[src/rtl/booth_dispatch_if.sv]
// Operand-in / product-out stream bundle for booth_dispatch.
// The slave modport is the dispatcher side; the master modport is the
// surrounding logic that offers operand pairs and consumes products.
interface booth_dispatch_if #(
  parameter int WIDTH = 8
);
  logic               in_valid;
  logic               in_ready;
  logic [WIDTH-1:0]   in_a;
  logic [WIDTH-1:0]   in_b;
  logic               out_valid;
  logic               out_ready;
  logic [2*WIDTH-1:0] out_product;

  modport master (
    output in_valid, in_a, in_b, out_ready,
    input  in_ready, out_valid, out_product
  );

  modport slave (
    input  in_valid, in_a, in_b, out_ready,
    output in_ready, out_valid, out_product
  );
endinterface

[src/rtl/booth_dispatch.sv]
// booth_dispatch: buffers operand pairs in a small FIFO, runs the BOOTHU
// start/done handshake one pair at a time and holds each product in a
// valid/ready output register until it is consumed.
// Optional feature: define BOOTH_DISPATCH_TIMEOUT_EN to add an ISSUE-state
// watchdog (TIMEOUT cycles) that abandons a stuck multiply and sets err.
module booth_dispatch #(
  parameter int WIDTH   = 8,
  parameter int DEPTH   = 4,
  parameter int TIMEOUT = 64
) (
  input  logic               clk,
  input  logic               rst_n,
  booth_dispatch_if.slave    io,
  output logic               mul_start,
  output logic [WIDTH-1:0]   mul_a,
  output logic [WIDTH-1:0]   mul_b,
  input  logic               mul_done,
  input  logic [2*WIDTH-1:0] mul_product,
  output logic               busy,
  output logic               err
);
  localparam int AW = (DEPTH > 1) ? $clog2(DEPTH) : 1;
  localparam int CW = AW + 1;

  typedef enum logic [1:0] {S_IDLE, S_ISSUE, S_RELEASE} state_t;

  state_t             state, state_nxt;
  logic [WIDTH-1:0]   fifo_a [DEPTH];
  logic [WIDTH-1:0]   fifo_b [DEPTH];
  logic [AW-1:0]      wr_ptr, rd_ptr;
  logic [CW-1:0]      count;
  logic               out_valid_r;
  logic [2*WIDTH-1:0] out_product_r;
  logic               push, pop, capture, timeout_hit;

  // Handshake decodes; an issue needs a buffered pair, a free output
  // register and a multiplier that is not still signalling done.
  assign push    = io.in_valid && io.in_ready;
  assign pop     = (state == S_IDLE) && (count != '0) && !out_valid_r && !mul_done;
  assign capture = (state == S_ISSUE) && mul_done;

  assign io.in_ready    = (count != CW'(DEPTH));
  assign io.out_valid   = out_valid_r;
  assign io.out_product = out_product_r;

  // Operand storage is pure data: written on push, read at the head pointer.
  always_ff @(posedge clk) begin
    if (push) begin
      fifo_a[wr_ptr] <= io.in_a;
      fifo_b[wr_ptr] <= io.in_b;
    end
  end

  // FIFO pointers and occupancy; pointers wrap naturally since DEPTH is 2^AW.
  always_ff @(posedge clk or negedge rst_n) begin
    if (!rst_n) begin
      wr_ptr <= '0;
      rd_ptr <= '0;
      count  <= '0;
    end else begin
      if (push) wr_ptr <= wr_ptr + AW'(1);
      if (pop)  rd_ptr <= rd_ptr + AW'(1);
      case ({push, pop})
        2'b10:   count <= count + CW'(1);
        2'b01:   count <= count - CW'(1);
        default: count <= count;
      endcase
    end
  end

  // State register.
  always_ff @(posedge clk or negedge rst_n) begin
    if (!rst_n) state <= S_IDLE;
    else        state <= state_nxt;
  end

  // Next-state: issue from IDLE, wait for done (or watchdog), then wait for done low.
  always_comb begin
    state_nxt = state;
    case (state)
      S_IDLE:    if (pop) state_nxt = S_ISSUE;
      S_ISSUE:   if (mul_done || timeout_hit) state_nxt = S_RELEASE;
      S_RELEASE: if (!mul_done) state_nxt = S_IDLE;
      default:   state_nxt = S_IDLE;
    endcase
  end

  // FSM outputs: start is held for exactly the ISSUE state.
  always_comb begin
    mul_start = (state == S_ISSUE);
    busy      = (state != S_IDLE) || (count != '0);
  end

  // Operand registers toward the multiplier, loaded on the issue edge.
  always_ff @(posedge clk or negedge rst_n) begin
    if (!rst_n) begin
      mul_a <= '0;
      mul_b <= '0;
    end else if (pop) begin
      mul_a <= fifo_a[rd_ptr];
      mul_b <= fifo_b[rd_ptr];
    end
  end

  // Output register: capture the product on done, release on consumer accept.
  always_ff @(posedge clk or negedge rst_n) begin
    if (!rst_n) begin
      out_valid_r   <= 1'b0;
      out_product_r <= '0;
    end else if (capture) begin
      out_valid_r   <= 1'b1;
      out_product_r <= mul_product;
    end else if (out_valid_r && io.out_ready) begin
      out_valid_r   <= 1'b0;
    end
  end

`ifdef BOOTH_DISPATCH_TIMEOUT_EN
  localparam int TW = $clog2(TIMEOUT + 1);
  logic [TW-1:0] to_cnt;

  assign timeout_hit = (state == S_ISSUE) && !mul_done && (to_cnt == TW'(TIMEOUT - 1));

  // Watchdog: counts ISSUE cycles, restarts whenever ISSUE is left.
  always_ff @(posedge clk or negedge rst_n) begin
    if (!rst_n)                to_cnt <= '0;
    else if (state != S_ISSUE) to_cnt <= '0;
    else                       to_cnt <= to_cnt + TW'(1);
  end

  // Sticky error flag, cleared only by reset.
  always_ff @(posedge clk or negedge rst_n) begin
    if (!rst_n)           err <= 1'b0;
    else if (timeout_hit) err <= 1'b1;
  end
`else
  assign timeout_hit = 1'b0;
  assign err         = 1'b0;
`endif
endmodule

[src/flat_wrapper.sv]
// flat-port wrapper written by rule: the top's interface ports become plain ports
module booth_dispatch_flat 
#(
  parameter int WIDTH   = 8,
  parameter int DEPTH   = 4,
  parameter int TIMEOUT = 64
)
  (clk, rst_n, mul_start, mul_a, mul_b, mul_done, mul_product, busy, err, io_in_valid, io_in_a, io_in_b, io_out_ready, io_in_ready, io_out_valid, io_out_product);
  booth_dispatch_if #(.WIDTH(WIDTH)) io_i ();
  input  logic clk;
  input  logic rst_n;
  output logic mul_start;
  output logic [WIDTH-1:0] mul_a;
  output logic [WIDTH-1:0] mul_b;
  input  logic mul_done;
  input  logic [2*WIDTH-1:0] mul_product;
  output logic busy;
  output logic err;
  input wire logic [$bits(io_i.in_valid)-1:0] io_in_valid;
  input wire logic [$bits(io_i.in_a)-1:0] io_in_a;
  input wire logic [$bits(io_i.in_b)-1:0] io_in_b;
  input wire logic [$bits(io_i.out_ready)-1:0] io_out_ready;
  output wire logic [$bits(io_i.in_ready)-1:0] io_in_ready;
  output wire logic [$bits(io_i.out_valid)-1:0] io_out_valid;
  output wire logic [$bits(io_i.out_product)-1:0] io_out_product;
  assign io_i.in_valid = io_in_valid;
  assign io_i.in_a = io_in_a;
  assign io_i.in_b = io_in_b;
  assign io_i.out_ready = io_out_ready;
  assign io_in_ready = io_i.in_ready;
  assign io_out_valid = io_i.out_valid;
  assign io_out_product = io_i.out_product;
  booth_dispatch #(.WIDTH(WIDTH), .DEPTH(DEPTH), .TIMEOUT(TIMEOUT)) u_core (.clk(clk), .rst_n(rst_n), .io(io_i), .mul_start(mul_start), .mul_a(mul_a), .mul_b(mul_b), .mul_done(mul_done), .mul_product(mul_product), .busy(busy), .err(err));
endmodule
[config.mk]
export PLATFORM = sky130hd
export DESIGN_NAME = booth_dispatch_flat
export DESIGN_NICKNAME = d
export VERILOG_FILES = /design/src/rtl/booth_dispatch_if.sv /design/src/rtl/booth_dispatch.sv /design/src/flat_wrapper.sv
export SDC_FILE = /design/constraint.sdc
export NUM_CORES = 1
export LEC_CHECK = 0
export ABC_AREA = 0
export CORE_MARGIN = 2
export CORE_UTILIZATION = 42
export DETAILED_ROUTE_END_ITERATION = 6
export GPL_ROUTABILITY_DRIVEN = 0
export PLACE_DENSITY = 0.66
export SYNTH_ARGS = -nofsm -noshare
export SYNTH_HDL_FRONTEND = slang
export SYNTH_SLANG_ARGS = --single-unit
[constraint.sdc]
create_clock -name clk -period 2.7 [get_ports clk]
set_clock_uncertainty 0.2 [all_clocks]
set_input_delay 0.27 -clock clk [delete_from_list [all_inputs] [get_ports clk]]
set_output_delay 0.27 -clock clk [all_outputs]
set_load 0.03 [all_outputs]
==> results of run 1 <==
[timing repair]
action                     4_1_cts  5_1_grt
hold buffers                     1        0
setup endpoints to repair        0        1
hold endpoints to repair        42        0
setup buffers                    0        0
gates resized for setup          0        1
[state kept, by name, indices dropped and copies added (netlist names)]
| register | count |
|---|---|
| u_core.fifo_a | 32 |
| u_core.fifo_b | 32 |
| u_core.io.out_product | 16 |
| u_core.mul_a | 8 |
| u_core.mul_b | 8 |
| u_core.count | 3 |
| u_core.rd_ptr | 2 |
| u_core.state | 2 |
| u_core.wr_ptr | 2 |
| u_core.io.out_valid | 1 |
[layout by cell type (no fill, tap or decap), drive strengths merged]
master         count
clkinv             3
nor2               1
ha                 5
or3b               1
inv               11
clkinvlp           1
xnor2              4
dfrtp             42
dlymetal6s2s       1
mux2i              1
nand3              1
dlygate4sd3        1
buf                8
o21ai              2
fa                 1
conb               1
bufinv             1
and3               4
mux2              33
clkbuf             9
edfxtp            64
mux4              16
clkdlybuf4s50     70
or3                2
nand2              2
a21boi             1
nand2b             2
xor2               2
and2               1
nor4               1
[logic make-up (layout without fill, tap and decap cells)]
kind of cell / Yosys count / in the layout / synth area share, %
flip-flops: 106 / 106 / 72.53
AO/OA/AOI/OAI: 3 / 3 / 0.4274
XOR/XNOR: 6 / 6 / 1.282
AND/OR/NAND/NOR: 15 / 15 / 2.808
multiplexers: 50 / 50 / 18.38
other: 1 / 1 / 0.09149
buffers and inverters: 16 / 105 / 2.472
adder cells (fa/ha/maj): 6 / 6 / 2.015
[per-layer routing]
metal / vias up / GRT usage (%) / wire [microns]
met5: - / 0 / 0
met4: 0 / 4.251 / 55
met3: 5 / 4.136 / 460
met2: 69 / 24.94 / 3527
met1: 1050 / 15.82 / 2818
li1: 938 / - / -
[where the power goes]
group          switching, mW  internal, mW  leakage [nW]
Combinational           1.22          1.21         0.755
Clock                  0.520         0.437         0.102
Sequential             0.267          2.26          1.08
[area by class of cell]
| cell class | instances | area, sq um | area share, % |
|---|---|---|---|
| flip-flops and latches | 106 | 2973 | 57.27 |
| inverters | 9 | 33.78 | 0.6508 |
| multi-input cells | 81 | 1025 | 19.74 |
| well taps | 133 | 166.4 | 3.206 |
| clock buffers | 9 | 123.9 | 2.386 |
| clock inverters | 7 | 76.32 | 1.470 |
| repair buffers | 80 | 793.3 | 15.28 |
[metrics by stage]
step,hold WS (ns),setup slack (ns)
final,0.2690,0.2767
after global routing,0.3028,0.1740
after CTS,0.2540,0.05212
after detailed placement,0.2768,0.1841
after global placement,0.2714,0.2568
after floorplan,-0.2256,0.2379
[worst max-delay path, delay by kind of cell, from the launching register on]
kind          cells  cell delay (ns)
xor+xnor          2             0.30
flops             1             0.42
simple gates      3             0.78
buf+inv           2             0.11
fa+ha+maj         2             0.54
[worst paths after layout]
check,start,endpoint,cells past startpoint,slack (ns)
worst max register to register,u_core.count[0]$_DFFE_PN0P_,u_core.count[2]$_DFFE_PN0P_,9,0.28
worst min-delay path,io_out_ready,u_core.io.out_valid$_DFFE_PN0P_,2,0.27
min in group asynchronous,rst_n,u_core.io.out_product[8]$_DFFE_PN0P_,2,0.42
worst min register to register,u_core.count[2]$_DFFE_PN0P_,u_core.count[2]$_DFFE_PN0P_,1,0.30
worst max-delay path,u_core.count[0]$_DFFE_PN0P_,u_core.count[2]$_DFFE_PN0P_,9,0.28
max in group asynchronous,rst_n,u_core.rd_ptr[0]$_DFFE_PN0P_,2,1.27
==> flow_metrics.env, run 1 <==
export IMPL_p_leak_nw=1.941
export IMPL_ctsLongestPathBuffers=2
export IMPL_fp_dieH_microns=102.8
export IMPL_nNetsFinal=330
export IMPL_grt_util_all_layers_pct=13.80
export IMPL_htreeDepth=3
export IMPL_final_cells=425
export IMPL_hold_violations=0
export IMPL_ant_nets=0
export IMPL_netlist_top_cell_by_area="edfxtp_1"
export IMPL_rows=36
export IMPL_synth_ff_type="edfxtp_1"
export IMPL_clock_sinks=106
export IMPL_grt_pass1_vias=2149
export IMPL_setup_worst_path_class="reg2reg"
export IMPL_cts_tree="done"
export IMPL_p_total_mw=5.916
export IMPL_yosys_top_cells_area="edfxtp_1, dfrtp_1, mux2_2"
export IMPL_setup_viol=0
export IMPL_synth_common_cells="edfxtp_1, dfrtp_1, mux2_2, mux4_2, inv_1"
export IMPL_start_kind="flop"
export IMPL_rsz0062_at_grt="false"
export IMPL_overflow=0
export IMPL_clk_pin_slew_ns=0.09
export IMPL_finalSetupTns_ns=0
export IMPL_critPathCaptureType="flop"
export IMPL_first_pass_iters=4
export IMPL_avgSynthCellArea_sq_um=20.19
export IMPL_antenna_found_initial=0
export IMPL_slew_viol_final=0
export IMPL_totalWireLength_microns=6861
export IMPL_async_flop_share_pct=39.62
export IMPL_grt_pass1_wl_microns=10570
export IMPL_drc_errors=0
export IMPL_synth_edf_count=64
export IMPL_initialDrtViolationCount=28
export IMPL_dp_cells=408
export IMPL_status="complete, no violations"
export IMPL_path_cells="or3b_1 -> and2_4 -> inv_1 -> ha_1 -> inv_1 -> fa_1 -> xor2_1 -> nor2_1 -> xor2_1"
export IMPL_ys_types=28
export IMPL_ir_worst_vdd_uv=507.3
export IMPL_utilization_pct=53.86
export IMPL_syn_nets=246
export IMPL_grt_max_degree=43
export IMPL_fin_area_sq_mm=0.005191
export IMPL_synth_top_area_share_pct=46.89
export IMPL_fin_crit_ns=2.423
export IMPL_vias=2062
export IMPL_yosysMostFrequentCell="edfxtp_1"
export IMPL_core_area_sq_mm=0.009639
export IMPL_io_buffers=72
export IMPL_insertion_delay_ns=0.35
export IMPL_ys_ff_latch=106
export IMPL_initial_utilization_pct=42.52
export IMPL_ys_seq_area_share_pct=72.53
export IMPL_hp_class="in2reg"
export IMPL_dp_final_hpwl_microns=4476
export IMPL_cts_root_buffer="clkbuf_8"
export IMPL_netlist_instances=203
export IMPL_required_ns=2.78
export IMPL_final_layout_size_suffix_gt1_share_pct=25.34
export IMPL_ios=74
export IMPL_drv_cap=0
export IMPL_max_freq_mhz=412.7
export IMPL_max_slew_margin_rel_pct=35.01
export IMPL_cpPeakStageDelay_ns=0.46
export IMPL_yosysWarnings=0
export IMPL_cp_slowest_cell="or3b_1"
export IMPL_die_area_sq_mm=0.01057
export IMPL_path_max_fanout=6
export IMPL_placed_cell_area_sq_mm=0.004979
export IMPL_cts_buffers=9
export IMPL_fp_dieW_microns=102.8
export IMPL_fillerInstances=820
export IMPL_power_density_mw_per_mm2=1140
export IMPL_worst_pin_slew_ns=0.9748
export IMPL_wl_per_cell_microns=16.14
export IMPL_syn_to_final_growth_pct=26.65
export IMPL_diodes=0
export IMPL_cp_data_arrival_time_ns=2.50
export IMPL_viasPerCell=4.852
export IMPL_synthesis_area_sq_mm=0.004099
export IMPL_timing_final_crit_share_pct=89.75
No activity file was read; power rests on OpenSTA's default activity.
==> run 2, diff against run 1 <==
Settings changed: SETUP_SLACK_MARGIN set to 0.2.
==> flow_metrics.env, run 2 (same netlist as run 1, synthesis figures left out) <==
export IMPL_dp_cells=408
export IMPL_diodes=0
export IMPL_cts_tree="done"
export IMPL_grt_pass1_vias=2149
export IMPL_ff2ff_path_depth=9
export IMPL_initial_utilization_pct=42.52
export IMPL_path_max_fanout=4
export IMPL_p_leak_nw=1.939
export IMPL_layout_commonest_cell="clkdlybuf4s50_1"
export IMPL_placed_cell_area_sq_mm=0.004979
export IMPL_core_area_sq_mm=0.009639
export IMPL_io_buffers=72
export IMPL_fin_crit_ns=2.394
export IMPL_hold_start="io_out_ready"
export IMPL_initialDrtViolationCount=27
export IMPL_grt_pass1_wl_microns=10570
export IMPL_crit_top_cell="or3_1"
export IMPL_ios=74
export IMPL_drc_errors=0
export IMPL_cpPeakStageDelay_ns=0.45
export IMPL_most_common_layout_cells="clkdlybuf4s50_1, edfxtp_1, dfrtp_1"
export IMPL_holdPathStages=2
export IMPL_clock_sinks=106
export IMPL_grt_util_all_layers_pct=13.80
export IMPL_fp_dieH_microns=102.8
export IMPL_first_pass_iters=4
export IMPL_worst_pin_slew_ns=0.9781
export IMPL_cts_root_buffer="clkbuf_8"
export IMPL_cp_slowest_cell="or3_1"
export IMPL_ir_worst_vdd_uv=507.2
export IMPL_setup_worst_path_class="reg2out"
export IMPL_dp_final_hpwl_microns=4476
export IMPL_rows=36
export IMPL_crit_start="u_core.count[0]$_DFFE_PN0P_"
export IMPL_cts_buffers=9
export IMPL_die_area_sq_mm=0.01057
export IMPL_max_freq_mhz=417.7
export IMPL_max_slew_margin_rel_pct=34.80
export IMPL_final_cells=425
export IMPL_slew_viol_final=0
export IMPL_overflow=0
export IMPL_start_kind="flop"
export IMPL_syn_to_final_growth_pct=26.62
export IMPL_setup_ws_ns=0.3061
export IMPL_final_layout_size_suffix_gt1_share_pct=25.68
export IMPL_insertion_delay_ns=0.35
export IMPL_viasPerCell=4.859
export IMPL_cp_data_arrival_time_ns=1.92
export IMPL_totalWireLength_microns=6857
export IMPL_reg2reg_from="u_core.count[0]$_DFFE_PN0P_"
export IMPL_path_cells="or3_1 -> or3_1 -> dlygate4sd2_1"
export IMPL_nNetsFinal=330
export IMPL_whs_ns=0.2692
export IMPL_ctsLongestPathBuffers=2
export IMPL_post_place_ws_ns=0.1841
export IMPL_critPathCaptureType="output pin"
export IMPL_finalSetupTns_ns=0
export IMPL_ant_nets=0
export IMPL_grt_max_degree=43
export IMPL_required_ns=2.23
export IMPL_hp_class="in2reg"
export IMPL_antenna_found_initial=0
export IMPL_clk_pin_slew_ns=0.09
export IMPL_setup_viol=0
export IMPL_drv_cap=0
export IMPL_fp_dieW_microns=102.8
export IMPL_rsz0062_at_grt="false"
export IMPL_timing_final_crit_share_pct=88.66
export IMPL_status="complete, no violations"
export IMPL_hold_violations=0
export IMPL_wl_per_cell_microns=16.13
export IMPL_power_density_mw_per_mm2=1140
export IMPL_htreeDepth=3
export IMPL_vias=2065
export IMPL_fin_area_sq_mm=0.005190
==> run 2: cell types whose count changed in the layout (fill, tap and decap cells not counted) <==
cell	delta
or3b_1	-1
dlymetal6s2s_1	-1
or3b_4	+1
dlygate4sd2_1	+1
==> run 2: where the power goes <==
group / switching [mW] / internal [mW]
clock network: 0.521 / 0.437
logic: 1.22 / 1.21
registers: 0.267 / 2.26
==> run 2: timing repair <==
item,CTS,global route
hold buffers,1,0
resized for setup,1,1
endpoints found under the hold margin,42,0
setup endpoints to repair,1,1
buffers inserted,0,0
==> run 2: path summary, 6_finish.rpt <==
path	end	slack (ns)
worst max-delay path	busy	0.31
worst min-delay path	u_core.io.out_valid$_DFFE_PN0P_	0.27
worst max register to register	u_core.count[2]$_DFFE_PN0P_	0.32
worst min register to register	u_core.count[2]$_DFFE_PN0P_	0.30
max in group asynchronous	u_core.rd_ptr[0]$_DFFE_PN0P_	1.27
min in group asynchronous	u_core.io.out_product[8]$_DFFE_PN0P_	0.42
==> run 2: worst max-delay path, delay by kind of cell (launching register included) <==
kind | cells | cell delay, ns
and+or+nand+nor | 2 | 0.79
DFF | 1 | 0.42
buffers and inverters | 1 | 0.37
==> run 2: final cells by class <==
| type | count | area (sq um) |
|---|---|---|
| timing repair buffer | 80 | 789.5 |
| fill | 820 | 4449 |
| clock inverter | 7 | 76.32 |
| clock buffer | 9 | 123.9 |
| inverter | 9 | 33.78 |
| sequential | 106 | 2973 |
| tap | 133 | 166.4 |
| multi-input combinational | 81 | 1027 |
==> run 2: metrics by stage <==
step,util [%],total power [mW]
floorplan,-,4.136
global placement,51.65,4.994
detailed placement,51.65,5.047
CTS,53.82,6.018
global route,53.84,6.258
finish,53.84,5.919
==> run 2: per-layer routing <==
metal | wire (microns) | global-route usage (%)
met1 | 2816 | 15.82
met2 | 3521 | 24.94
met3 | 463 | 4.136
met4 | 55 | 4.251
met5 | 0 | 0
==> run 3, diff against run 2 <==
Settings changed: CORE_ASPECT_RATIO set to 0.9.
==> flow_metrics.env, run 3 (same netlist as run 1, synthesis figures left out) <==
export IMPL_cp_data_arrival_time_ns=1.92
export IMPL_setup_viol=0
export IMPL_ios=74
export IMPL_rows=34
export IMPL_final_layout_size_suffix_gt1_share_pct=26.78
export IMPL_drc_errors=0
export IMPL_path_max_fanout=3
export IMPL_diodes=0
export IMPL_htreeDepth=3
export IMPL_insertion_delay_ns=0.36
export IMPL_ff2ff_path_depth=9
export IMPL_post_place_ws_ns=0.2180
export IMPL_syn_to_final_growth_pct=26.13
export IMPL_clk_pin_slew_ns=0.09
export IMPL_setup_ws_ns=0.3106
export IMPL_slew_viol_final=0
export IMPL_crit_top_cell="or3_1"
export IMPL_viasPerCell=4.879
export IMPL_max_freq_mhz=418.5
export IMPL_fp_dieW_microns=108.1
export IMPL_wl_per_cell_microns=16.76
export IMPL_totalWireLength_microns=7057
export IMPL_power_density_mw_per_mm2=1129
export IMPL_cp_slowest_cell="or3_1"
export IMPL_io_buffers=72
export IMPL_clock_sinks=106
export IMPL_path_depth=3
export IMPL_ctsLongestPathBuffers=2
export IMPL_timing_final_crit_share_pct=88.50
export IMPL_ir_worst_vdd_uv=474.2
export IMPL_cp_top_family="simple AND/OR/NAND/NOR gates"
export IMPL_nNetsFinal=333
export IMPL_crit_buf_inv=1
export IMPL_initial_utilization_pct=42.82
export IMPL_p_leak_nw=1.936
export IMPL_grt_max_degree=26
export IMPL_start_kind="flop"
export IMPL_critPathCaptureType="output pin"
export IMPL_overflow=0
export IMPL_hold_violations=0
export IMPL_antenna_found_initial=0
export IMPL_finalSetupTns_ns=0
export IMPL_cpPeakStageDelay_ns=0.46
export IMPL_first_pass_iters=4
export IMPL_core_area_sq_mm=0.009572
export IMPL_setup_worst_path_class="reg2out"
export IMPL_cts_root_buffer="clkbuf_8"
export IMPL_initialDrtViolationCount=62
export IMPL_status="complete, no violations"
export IMPL_hp_class="in2async"
export IMPL_die_area_sq_mm=0.01057
export IMPL_grt_util_all_layers_pct=14.41
export IMPL_grt_pass1_wl_microns=11150
export IMPL_fp_dieH_microns=97.72
export IMPL_cts_buffers=9
export IMPL_rsz0062_at_grt="false"
export IMPL_cts_tree="done"
export IMPL_layout_commonest_cell="clkdlybuf4s50_1"
export IMPL_path_cells="or3_1 -> or3_1 -> dlygate4sd2_1"
export IMPL_dp_final_hpwl_microns=4628
export IMPL_vias=2054
export IMPL_required_ns=2.23
export IMPL_drv_cap=0
export IMPL_grt_pass1_vias=2163
export IMPL_ant_nets=0
export IMPL_most_common_layout_cells="clkdlybuf4s50_1, edfxtp_1, dfrtp_1"
export IMPL_fin_crit_ns=2.389
run 3: cell types whose count changed in the layout (fill, tap and decap cells not counted):
cell       change
inv_6          +2
buf_12         -1
ha_2           +1
ha_1           -1
bufinv_16      -1
buf_4          +4
inv_8          -1
run 3: routing by layer:
layer / GRT usage (%) / routed length (microns) / vias to the layer above
met5: 0 / 0 / -
met4: 4.438 / 85 / 0
met1: 18.20 / 3057 / 1054
li1: - / - / 938
met2: 23.90 / 3530 / 56
met3: 4.494 / 383 / 6
run 3: timing repair:
item                                   in CTS  in global routing
hold buffers                                1                  0
gates resized for setup                     1                  2
setup endpoints to repair                   1                  1
buffers inserted                            0                  1
endpoints found under the hold margin      17                  0
run 3: area by class of cell:
cell class	count	area (sq um)
inverters	9	33.78
repair buffers	83	799.5
multi-input cells	81	1030
well taps	126	157.7
fillers	800	4402
clock buffers	9	123.9
flip-flops and latches	106	2973
clock inverters	7	52.55
run 3: worst paths after layout:
| kind | from | end | slack [ns] |
|---|---|---|---|
| worst min-delay path | rst_n | u_core.mul_a[5]$_DFFE_PN0P_ | 0.20 |
| worst max-delay path | u_core.count[0]$_DFFE_PN0P_ | busy | 0.31 |
| worst max register to register | u_core.count[0]$_DFFE_PN0P_ | u_core.count[2]$_DFFE_PN0P_ | 0.34 |
| min in group clk | io_out_ready | u_core.io.out_valid$_DFFE_PN0P_ | 0.27 |
| worst min register to register | u_core.count[2]$_DFFE_PN0P_ | u_core.count[2]$_DFFE_PN0P_ | 0.28 |
| max in group asynchronous | rst_n | u_core.io.out_product[5]$_DFFE_PN0P_ | 1.39 |
run 3: per-stage QoR:
stage | utilization [%] | std cells | area, sq um | total power, mW | hold slack (ns)
floorplan | - | 203 | 4099 | 4.136 | -0.2256
global placement | 51.95 | 403 | 4972 | 4.970 | 0.05583
detailed placement | 51.95 | 403 | 4972 | 5.032 | 0.05621
CTS | 53.88 | 420 | 5157 | 5.915 | 0.1805
global route | 54.01 | 421 | 5170 | 6.184 | 0.2095
finish | 54.01 | 421 | 5170 | 5.837 | 0.1953
run 3: report_power, final:
group	internal (mW)	leakage (nW)	switching [mW]	total (mW)
sequential	2.26	1.08	0.237	2.50
combinational	1.22	0.761	1.25	2.46
clock	0.344	0.0904	0.532	0.876
total	3.82	1.94	2.02	5.84
